==> src/rtl/fx2_sched_pkg.sv <==
// Shared types, FIFOADR encodings and small helpers for the FX2 slave-FIFO scheduler.
package fx2_sched_pkg;

    typedef enum logic [2:0] {
        ST_IDLE,
        ST_TURN,
        ST_RX,
        ST_TX,
        ST_PKTEND
    } state_e;

    localparam logic [1:0] ADR_FIFO2 = 2'b00;
    localparam logic [1:0] ADR_FIFO4 = 2'b10;
    localparam logic [1:0] ADR_FIFO5 = 2'b11;

    localparam int NUM_REQ   = 3;
    localparam int REQ_FIFO2 = 0;
    localparam int REQ_FIFO4 = 1;
    localparam int REQ_FIFO5 = 2;

    function automatic logic [1:0] rr_next(input logic [1:0] idx);
        return (idx == 2'd2) ? 2'd0 : idx + 2'd1;
    endfunction

    function automatic logic [1:0] onehot_to_idx(input logic [NUM_REQ-1:0] oh);
        logic [1:0] idx;
        case (oh)
            3'b010:  idx = 2'd1;
            3'b100:  idx = 2'd2;
            default: idx = 2'd0;
        endcase
        return idx;
    endfunction

    function automatic logic [1:0] onehot_to_adr(input logic [NUM_REQ-1:0] oh);
        logic [1:0] adr;
        case (oh)
            3'b010:  adr = ADR_FIFO4;
            3'b100:  adr = ADR_FIFO5;
            default: adr = ADR_FIFO2;
        endcase
        return adr;
    endfunction

endpackage

==> src/rtl/fx2_rr_arbiter.sv <==
// Three-way round-robin arbiter: one-hot grant searched from the pointer,
// pointer moves past the owner when the owner releases the bus.
module fx2_rr_arbiter
    import fx2_sched_pkg::*;
(
    input  logic               clk_i,
    input  logic               rst_i,
    input  logic [NUM_REQ-1:0] req_i,
    input  logic               release_i,
    input  logic [NUM_REQ-1:0] owner_i,
    output logic [NUM_REQ-1:0] grant_o
);

    logic [1:0] ptr_q;
    logic [1:0] ptr_d;
    logic [1:0] idx0;
    logic [1:0] idx1;
    logic [1:0] idx2;

    assign idx0 = ptr_q;
    assign idx1 = rr_next(idx0);
    assign idx2 = rr_next(idx1);

    always_comb begin
        grant_o = '0;
        if (req_i[idx0]) begin
            grant_o[idx0] = 1'b1;
        end else if (req_i[idx1]) begin
            grant_o[idx1] = 1'b1;
        end else if (req_i[idx2]) begin
            grant_o[idx2] = 1'b1;
        end
    end

    always_comb begin
        ptr_d = ptr_q;
        if (release_i) begin
            ptr_d = rr_next(onehot_to_idx(owner_i));
        end
    end

    always_ff @(posedge clk_i or posedge rst_i) begin
        if (rst_i) begin
            ptr_q <= 2'(REQ_FIFO2);
        end else begin
            ptr_q <= ptr_d;
        end
    end

endmodule

==> src/rtl/fx2_fifo_scheduler.sv <==
// Shares the FX2 slave-FIFO bus between the FIFO2 RX stream and the FIFO4/FIFO5
// TX streams with round-robin bounded bursts, address turnaround and PKTEND commit.
//
//   state     | meaning
//   ST_IDLE   | no grant; pick next requester, latch FIFOADR
//   ST_TURN   | bus idle for TURN_CYCLES after a FIFOADR change
//   ST_RX     | reading FIFO2 into rx_data
//   ST_TX     | writing the granted TX channel onto FD
//   ST_PKTEND | one-cycle packet commit on the current FIFOADR
module fx2_fifo_scheduler
    import fx2_sched_pkg::*;
#(
    parameter int MAX_BURST   = 64,
    parameter int TURN_CYCLES = 1
) (
    input  logic       FX2_CLK,
    input  logic       reset,
    input  logic       FIFO2_data_available,
    input  logic       FIFO4_ready_to_accept_data,
    input  logic       FIFO5_ready_to_accept_data,
    input  logic [7:0] FIFO_DATAIN,
    output logic [7:0] FIFO_DATAOUT,
    output logic       FIFO_DATAOUT_OE,
    output logic       FIFO_DATAIN_OE,
    output logic       FIFO_RD,
    output logic       FIFO_WR,
    output logic       FIFO_PKTEND,
    output logic [1:0] FIFO_FIFOADR,
    output logic [7:0] rx_data,
    output logic       rx_valid,
    input  logic       rx_ready,
    input  logic [7:0] tx4_data,
    input  logic       tx4_valid,
    input  logic       tx4_last,
    output logic       tx4_ready,
    input  logic [7:0] tx5_data,
    input  logic       tx5_valid,
    input  logic       tx5_last,
    output logic       tx5_ready
);

    localparam int CW = $clog2(MAX_BURST + 1);

    state_e             state_q;
    logic [1:0]         adr_q;
    logic [NUM_REQ-1:0] gnt_q;
    logic [CW-1:0]      cnt_q;
    logic [1:0]         turn_q;

    logic [NUM_REQ-1:0] req;
    logic [NUM_REQ-1:0] arb_grant;
    logic [1:0]         grant_adr;
    logic               strobe;
    logic               last_byte;
    logic               burst_full;
    logic               burst_stop;
    logic               to_pktend;
    logic               in_burst;
    logic               release_pulse;

    assign req[REQ_FIFO2] = FIFO2_data_available & rx_ready;
    assign req[REQ_FIFO4] = tx4_valid & FIFO4_ready_to_accept_data;
    assign req[REQ_FIFO5] = tx5_valid & FIFO5_ready_to_accept_data;

    fx2_rr_arbiter u_arb (
        .clk_i     (FX2_CLK),
        .rst_i     (reset),
        .req_i     (req),
        .release_i (release_pulse),
        .owner_i   (gnt_q),
        .grant_o   (arb_grant)
    );

    assign grant_adr    = onehot_to_adr(arb_grant);
    assign FIFO_FIFOADR = adr_q;
    assign FIFO_PKTEND  = (state_q == ST_PKTEND);
    assign rx_data      = FIFO_DATAIN;

    // Strobes and enables follow the live request flags so a dropped flag
    // suppresses the strobe in the same cycle.
    always_comb begin
        rx_valid        = 1'b0;
        FIFO_RD         = 1'b0;
        FIFO_WR         = 1'b0;
        tx4_ready       = 1'b0;
        tx5_ready       = 1'b0;
        FIFO_DATAOUT    = '0;
        FIFO_DATAOUT_OE = 1'b0;
        FIFO_DATAIN_OE  = 1'b0;
        last_byte       = 1'b0;
        case (state_q)
            ST_IDLE: begin
                FIFO_DATAIN_OE = (adr_q == ADR_FIFO2);
            end
            ST_TURN: begin
                FIFO_DATAIN_OE = gnt_q[REQ_FIFO2];
            end
            ST_RX: begin
                FIFO_DATAIN_OE = 1'b1;
                rx_valid       = FIFO2_data_available;
                FIFO_RD        = FIFO2_data_available & rx_ready;
            end
            ST_TX: begin
                FIFO_DATAOUT_OE = 1'b1;
                if (gnt_q[REQ_FIFO4]) begin
                    FIFO_DATAOUT = tx4_data;
                    FIFO_WR      = tx4_valid & FIFO4_ready_to_accept_data;
                    tx4_ready    = tx4_valid & FIFO4_ready_to_accept_data;
                    last_byte    = tx4_last;
                end else begin
                    FIFO_DATAOUT = tx5_data;
                    FIFO_WR      = tx5_valid & FIFO5_ready_to_accept_data;
                    tx5_ready    = tx5_valid & FIFO5_ready_to_accept_data;
                    last_byte    = tx5_last;
                end
            end
            default: begin
                FIFO_DATAIN_OE = 1'b0;
            end
        endcase
    end

    assign strobe        = FIFO_RD | FIFO_WR;
    assign burst_full    = (cnt_q == CW'(MAX_BURST - 1));
    assign burst_stop    = ~strobe | burst_full;
    assign to_pktend     = FIFO_WR & last_byte;
    assign in_burst      = (state_q == ST_RX) || (state_q == ST_TX);
    assign release_pulse = (in_burst && burst_stop && !to_pktend) || (state_q == ST_PKTEND);

    always_ff @(posedge FX2_CLK or posedge reset) begin
        if (reset) begin
            state_q <= ST_IDLE;
            adr_q   <= ADR_FIFO2;
            gnt_q   <= 3'b001;
            cnt_q   <= '0;
            turn_q  <= '0;
        end else begin
            case (state_q)
                ST_IDLE: begin
                    cnt_q <= '0;
                    if (|req) begin
                        gnt_q <= arb_grant;
                        adr_q <= grant_adr;
                        if (grant_adr != adr_q) begin
                            state_q <= ST_TURN;
                            turn_q  <= 2'(TURN_CYCLES - 1);
                        end else begin
                            state_q <= arb_grant[REQ_FIFO2] ? ST_RX : ST_TX;
                        end
                    end
                end
                ST_TURN: begin
                    if (turn_q == 2'd0) begin
                        state_q <= gnt_q[REQ_FIFO2] ? ST_RX : ST_TX;
                    end else begin
                        turn_q <= turn_q - 2'd1;
                    end
                end
                ST_RX, ST_TX: begin
                    if (to_pktend) begin
                        state_q <= ST_PKTEND;
                        cnt_q   <= '0;
                    end else if (burst_stop) begin
                        state_q <= ST_IDLE;
                        cnt_q   <= '0;
                    end else begin
                        cnt_q <= cnt_q + CW'(1);
                    end
                end
                ST_PKTEND: begin
                    state_q <= ST_IDLE;
                end
                default: begin
                    state_q <= ST_IDLE;
                end
            endcase
        end
    end

endmodule

==> config.mk <==
export PLATFORM = sky130hd
export DESIGN_NAME = fx2_fifo_scheduler
export DESIGN_NICKNAME = d
export VERILOG_FILES = /design/src/rtl/fx2_sched_pkg.sv /design/src/rtl/fx2_rr_arbiter.sv /design/src/rtl/fx2_fifo_scheduler.sv
export SDC_FILE = /design/constraint.sdc
export NUM_CORES = 1
export LEC_CHECK = 0
export ABC_AREA = 0
export CAP_MARGIN = 30
export CORE_ASPECT_RATIO = 0.5
export CORE_UTILIZATION = 46
export DETAILED_ROUTE_END_ITERATION = 12
export GPL_TIMING_DRIVEN = 0
export PLACE_DENSITY = 0.92
export SYNTH_ARGS = -nofsm -noshare
export SYNTH_HDL_FRONTEND = slang
export SYNTH_SLANG_ARGS = --single-unit
==> constraint.sdc <==
create_clock -name FX2_CLK -period 2.9 [get_ports FX2_CLK]
set_clock_uncertainty 0.05 [all_clocks]
set_input_delay 0.435 -clock FX2_CLK [delete_from_list [all_inputs] [get_ports FX2_CLK]]
set_output_delay 0.435 -clock FX2_CLK [all_outputs]
set_load 0.02 [all_outputs]
==> results of run 1 <==
-- cells in the final DEF (no fill, tap or decap), drive strengths merged, types with 2 or more instances in the layout --
cell,instances
clkdlybuf4s50,51
nor2,19
dfrtp,18
nand2,14
buf,12
o21ai,12
mux2i,10
inv,8
nand3,7
nor3,6
clkbuf,5
nand2b,4
a21o,4
o31ai,4
a22o,4
a21oi,4
nand3b,3
nor3b,3
and2,3
and3b,2
o22ai,2
mux2,2
nand4,2
xor2,2
ha,2
and3,2
a211oi,2
-- registers in the layout, summed over array words and instances (netlist names) --
| name | count |
|---|---|
| FIFO_FIFOADR | 2 |
| cnt_q | 7 |
| gnt_q | 3 |
| u_arb.idx0 | 2 |
| state_q | 3 |
| turn_q | 2 |
-- layout make-up --
class | count | area share
sequential | 19 | 0.229
multi-input combinational | 128 | 0.425
inverter | 8 | 0.0144
buffer | 13 | 0.0409
clock buffer | 4 | 0.0216
timing repair buffer | 51 | 0.245
tap | 40 | 0.0241
-- cell families (layout without fill, tap and decap cells) --
| kind of cell | count (synthesis) | after routing | share of synthesized area |
|---|---|---|---|
| AOI/OAI and AO/OA | 40 | 40 | 0.217 |
| xor gates and xnor gates | 3 | 3 | 0.0178 |
| adders and majority gates | 2 | 2 | 0.0170 |
| buffers and inverters | 21 | 76 | 0.0773 |
| DFF | 19 | 19 | 0.324 |
| muxes | 12 | 12 | 0.0833 |
| and+or+nand+nor | 71 | 71 | 0.264 |
-- worst max-delay path, cell delays in order, from the launching register on --
cell and delay, ns:
dfrtp_1 0.47, and2b_2 0.32, nand2_1 0.15, clkbuf_2 0.24
nor2_1 0.15, clkdlybuf4s50_1 0.62
-- final timing paths --
path                                 start         endpoint  slack (ns)
worst max-delay path            state_q[2]  FIFO_DATAOUT[3]        0.21
worst min-delay path              gnt_q[0]         gnt_q[0]        0.48
worst max register to register    cnt_q[0]    u_arb.idx0[0]        0.86
worst min register to register    gnt_q[0]         gnt_q[0]        0.48
max in group asynchronous            reset       state_q[1]        1.78
min in group asynchronous            reset       state_q[2]        0.56
-- through the flow --
step                std cells   util
CTS                       263  0.686
floorplan                 168      -
global placement          259  0.671
detailed placement        259  0.671
finish                    263  0.687
global route              263  0.687
-- power groups by stage --
stage / clock network, mW / logic [mW] / registers, mW
final: 0.188 / 0.962 / 0.409
after global routing: 0.201 / 1.05 / 0.419
after CTS: 0.190 / 0.955 / 0.407
after detailed placement: 0 / 0.945 / 0.410
after global placement: 0 / 0.912 / 0.402
after floorplan: 0 / 0.648 / 0.406
-- what timing repair did --
item / in CTS / in global routing
hold buffers: 0 / 0
endpoints found under the setup margin: 0 / 8
gates resized for setup: 0 / 2
-- per-layer routing --
metal | track usage | up-vias | part of all wire
met2 | 0.453 | 49 | 0.50
met3 | 0.0478 | 10 | 0.048
li1 | - | 701 | -
met5 | 0 | - | 0
met4 | 0.109 | 0 | 0.025
met1 | 0.305 | 719 | 0.43
==> impl_metrics.json, run 1 <==
{
  "routed_wirelength_um": 4020,
  "grt_pass1_wl_um": 6620,
  "ys_async_sr_fraction": 1.00,
  "drive_gt1_frac": 0.126,
  "p_switching_uw": 688,
  "place_ws_ns": 0.303,
  "seq_area_frac_synth": 0.324,
  "netlist.area_leader.share": 0.306,
  "ys_warn_count": 0,
  "dieArea_um2": 3450,
  "clk_pin_slew_ns": 0.07,
  "clk_latency_ns": 0.26,
  "ir_drop_uv": 424,
  "final_area_um2": 2080,
  "run_status": "complete, no violations",
  "hold_violations": 0,
  "syn_nets": 204,
  "drc": 0,
  "port_buffers": 51,
  "synth_edf_count": 0,
  "grt_max_degree": 20,
  "antenna_found_initial": 0,
  "worstMarginPinSlew_ns": 0.737,
  "post_cts_buffers": 0,
  "timing.hold.ws_ns": 0.476,
  "final_nets": 260,
  "core_um2": 3030,
  "fillCellCount": 226,
  "yosys-top-cells-count": "nor2_1 (19), dfrtp_1 (18), nand2_1 (14)",
  "ant_nets": 0,
  "final.setup.worst_slack_ns": 0.213,
  "area_growth_syn_to_layout_pct": 41.3,
  "hpwlAfterDp_um": 3090,
  "fin_total_pwr_mw": 1.56,
  "grt.overflow.total": 0,
  "synth.area.top_cells": "dfrtp_1 (31%), mux2i_1 (6.8%), nor2_1 (4.8%)",
  "fin_crit_ns": 2.69,
  "num_antenna_cells": 0,
  "reg2regPathDepth": 6,
  "slew_headroom": 0.508,
  "ys_ff_latch": 19,
  "multiInputGateArea_um2": 883,
  "regArea_um2": 477,
  "via_per_inst": 5.62,
  "ys_types": 52,
  "dieHeight_um": 42.0,
  "yosysMostFrequentCell": "nor2_1",
  "max-cap-violations": 0,
  "cts_tree": "built",
  "place_area_um2": 2030,
  "gp_congestion": 0.853,
  "max_freq_mhz": 372,
  "drv_slew": 0,
  "criticalPathCategory": "register to primary output",
  "worstHoldPathType": "register to register",
  "power.density_nw_per_um2": 749,
  "cts.htree.levels": 1,
  "setup_viol": 0,
  "cts.path.max_buffers": 2,
  "syn_inst": 168,
  "fp-row-count": 14,
  "first_iter_violations": 81,
  "rsz0062_at_grt": "no",
  "hold_depth": 2,
  "clkPwrFrac": 0.121,
  "cts_root_buffer": "clkbuf_8",
  "drtPass1Iterations": 4,
  "p_seq_frac": 0.262,
  "endpoint_kind": "primary output",
  "combPwrFrac": 0.617,
  "num_io_pins": 60,
  "cts_buffers": 3,
  "num_vias": 1479,
  "cts.sinks": 19,
  "startpoint_type": "register",
  "start_util": 0.486,
  "yosys_most_used_dff": "dfrtp_1",
  "die_w_um": 82.0,
  "crit_arrival_ns": 2.20,
  "syn_area_um2": 1470,
  "p_int_uw": 871,
  "finalSetupTns_ns": 0,
  "cp_max_fo": 10,
  "synth_top_area_cell": "dfrtp_1",
  "p_sw_frac": 0.441,
  "fin_crit_sh": 0.927,
  "p_leak_nw": 0.885,
  "grt_pass1_vias": 1479,
  "wl_per_cell_um": 15.3,
  "critPathRequiredTime_ns": 2.41,
  "grt_use_total": 0.257,
  "post_synth.cell_area_avg_um2": 8.77
}
Note: power is estimated with default switching activity, not from simulation.
==> run 2: changes to the inputs <==
- CORE_UTILIZATION: 46 -> 55
- DONT_BUFFER_PORTS: unset -> 1
- PLACE_DENSITY: 0.92 -> 0.77
- SETUP_SLACK_MARGIN: unset -> 0.1
- SKIP_LAST_GASP: unset -> 1
==> impl_metrics.json, run 2 (synthesis results as in run 1) <==
{
  "num_vias": 1253,
  "drive_gt1_frac": 0.151,
  "via_per_inst": 6.05,
  "drv_slew": 0,
  "criticalPathCategory": "register to primary output",
  "drc": 0,
  "grt_max_degree": 20,
  "num_io_pins": 60,
  "grt_use_total": 0.239,
  "cts.path.max_buffers": 2,
  "drtPass1Iterations": 4,
  "p_leak_nw": 0.691,
  "endpoint_kind": "primary output",
  "max_freq_mhz": 424,
  "fin_crit_ns": 2.36,
  "power.density_nw_per_um2": 882,
  "finalNonFillerCells": 207,
  "largest_reg_flops": 7,
  "final_nets": 209,
  "reg2reg_to": "u_arb.idx0[1]",
  "rsz0062_at_grt": "no",
  "grt_pass1_wl_um": 4970,
  "clk_pin_slew_ns": 0.07,
  "first_iter_violations": 78,
  "r2r_start": "state_q[0]",
  "cts.sinks": 19,
  "startpoint_type": "register",
  "port_buffers": 0,
  "hpwlAfterDp_um": 2570,
  "post_cts_buffers": 0,
  "grt.overflow.total": 0,
  "slew_headroom": 0.483,
  "wl_per_cell_um": 15.7,
  "cpPeakStageDelay_ns": 0.47,
  "reg.largest.list": "cnt_q: 7 flops, gnt_q: 3 flops, state_q: 3 flops",
  "start_util": 0.621,
  "cts_tree": "built",
  "setup_viol": 0,
  "holdBufCountCts": 0,
  "cts-resized-gates": 0,
  "fillCellCount": 202,
  "cts_buffers": 3,
  "grt_pass1_vias": 1104,
  "worstMarginPinSlew_ns": 0.774,
  "antenna_found_initial": 0,
  "critPathRequiredTime_ns": 2.41,
  "area_growth_syn_to_layout_pct": 6.03,
  "dieArea_um2": 2900,
  "max-cap-violations": 0,
  "cp_slowest_cell": "dfrtp_1",
  "fin_crit_sh": 0.814,
  "finalSetupTns_ns": 0,
  "core_um2": 2370,
  "worstHoldPathType": "input pin to asynchronous set/reset pin",
  "run_status": "complete, no violations",
  "routed_wirelength_um": 3250,
  "worstPathBufferInverterCount": 1,
  "layout_commonest_cell": "nor2_1",
  "ant_nets": 0,
  "place_area_um2": 1520,
  "regMostFlops": "cnt_q",
  "num_antenna_cells": 0,
  "cts_root_buffer": "clkbuf_8",
  "cts.htree.levels": 1,
  "rrSetupSlack_ns": 0.74,
  "dieHeight_um": 38.6,
  "fp-row-count": 12,
  "final_area_um2": 1560,
  "reg2regPathDepth": 5,
  "gp_congestion": 0.810,
  "cp_max_fo": 10,
  "dp_cells": 203,
  "path_cells": "and2b_1, nand2_1, buf_1, nor2_1",
  "hold_violations": 0,
  "ir_drop_uv": 395,
  "crit_arrival_ns": 1.87,
  "clk_latency_ns": 0.26,
  "die_w_um": 75.2,
  "final_cell_mix": "nor2_1 (19), dfrtp_1 (18), nand2_1 (14), mux2i_1 (10), buf_4 (8)",
  "crit_family": "simple AND/OR/NAND/NOR gates"
}
[run 2: how the worst max path moves through the flow]
| stage | start | endpoint | slack (ns) | depth (start not counted) |
|---|---|---|---|---|
| 5_1_grt | state_q[2] | FIFO_DATAOUT[4] | 0.42 | 4 |
| 3_5_place_dp | state_q[0] | u_arb.idx0[1] | 0.75 | 5 |
| 6_report | state_q[2] | FIFO_DATAOUT[7] | 0.54 | 4 |
| 4_1_cts | state_q[2] | FIFO_DATAOUT[7] | 0.56 | 4 |
| 2_1_floorplan | state_q[0] | u_arb.idx0[0] | 0.96 | 5 |
| 3_3_place_gp | state_q[0] | u_arb.idx0[1] | 0.79 | 5 |
[run 2: area by class of cell]
type,instances,area (um^2),area share
Sequential cell,19,477,0.305
Buffer,13,83.8,0.0537
Clock buffer,4,45.0,0.0288
Inverter,8,30.0,0.0192
Tap cell,35,43.8,0.0280
Multi-Input combinational cell,128,882,0.565
[run 2: where the power goes]
| group | switching, mW | internal, mW |
|---|---|---|
| Combinational | 0.480 | 0.294 |
| Sequential | 0.0760 | 0.343 |
| Clock | 0.0867 | 0.0977 |
[run 2: through the flow]
| step | util | hold WS (ns) | setup WS (ns) | total power [mW] |
|---|---|---|---|---|
| detailed placement | 0.639 | 0.439 | 0.750 | 1.19 |
| finish | 0.658 | 0.133 | 0.541 | 1.38 |
| CTS | 0.658 | 0.165 | 0.559 | 1.38 |
| global route | 0.658 | 0.201 | 0.423 | 1.48 |
| floorplan | - | 0.335 | 0.956 | 1.05 |
| global placement | 0.639 | 0.438 | 0.787 | 1.16 |
[run 2: routing by layer]
metal / GRT usage / part of all wire / vias up
li1: - / - / 603
met1: 0.307 / 0.46 / 611
met2: 0.414 / 0.48 / 36
met4: 0.0370 / 0.0031 / 0
met5: 0 / 0 / -
met3: 0.0677 / 0.052 / 3
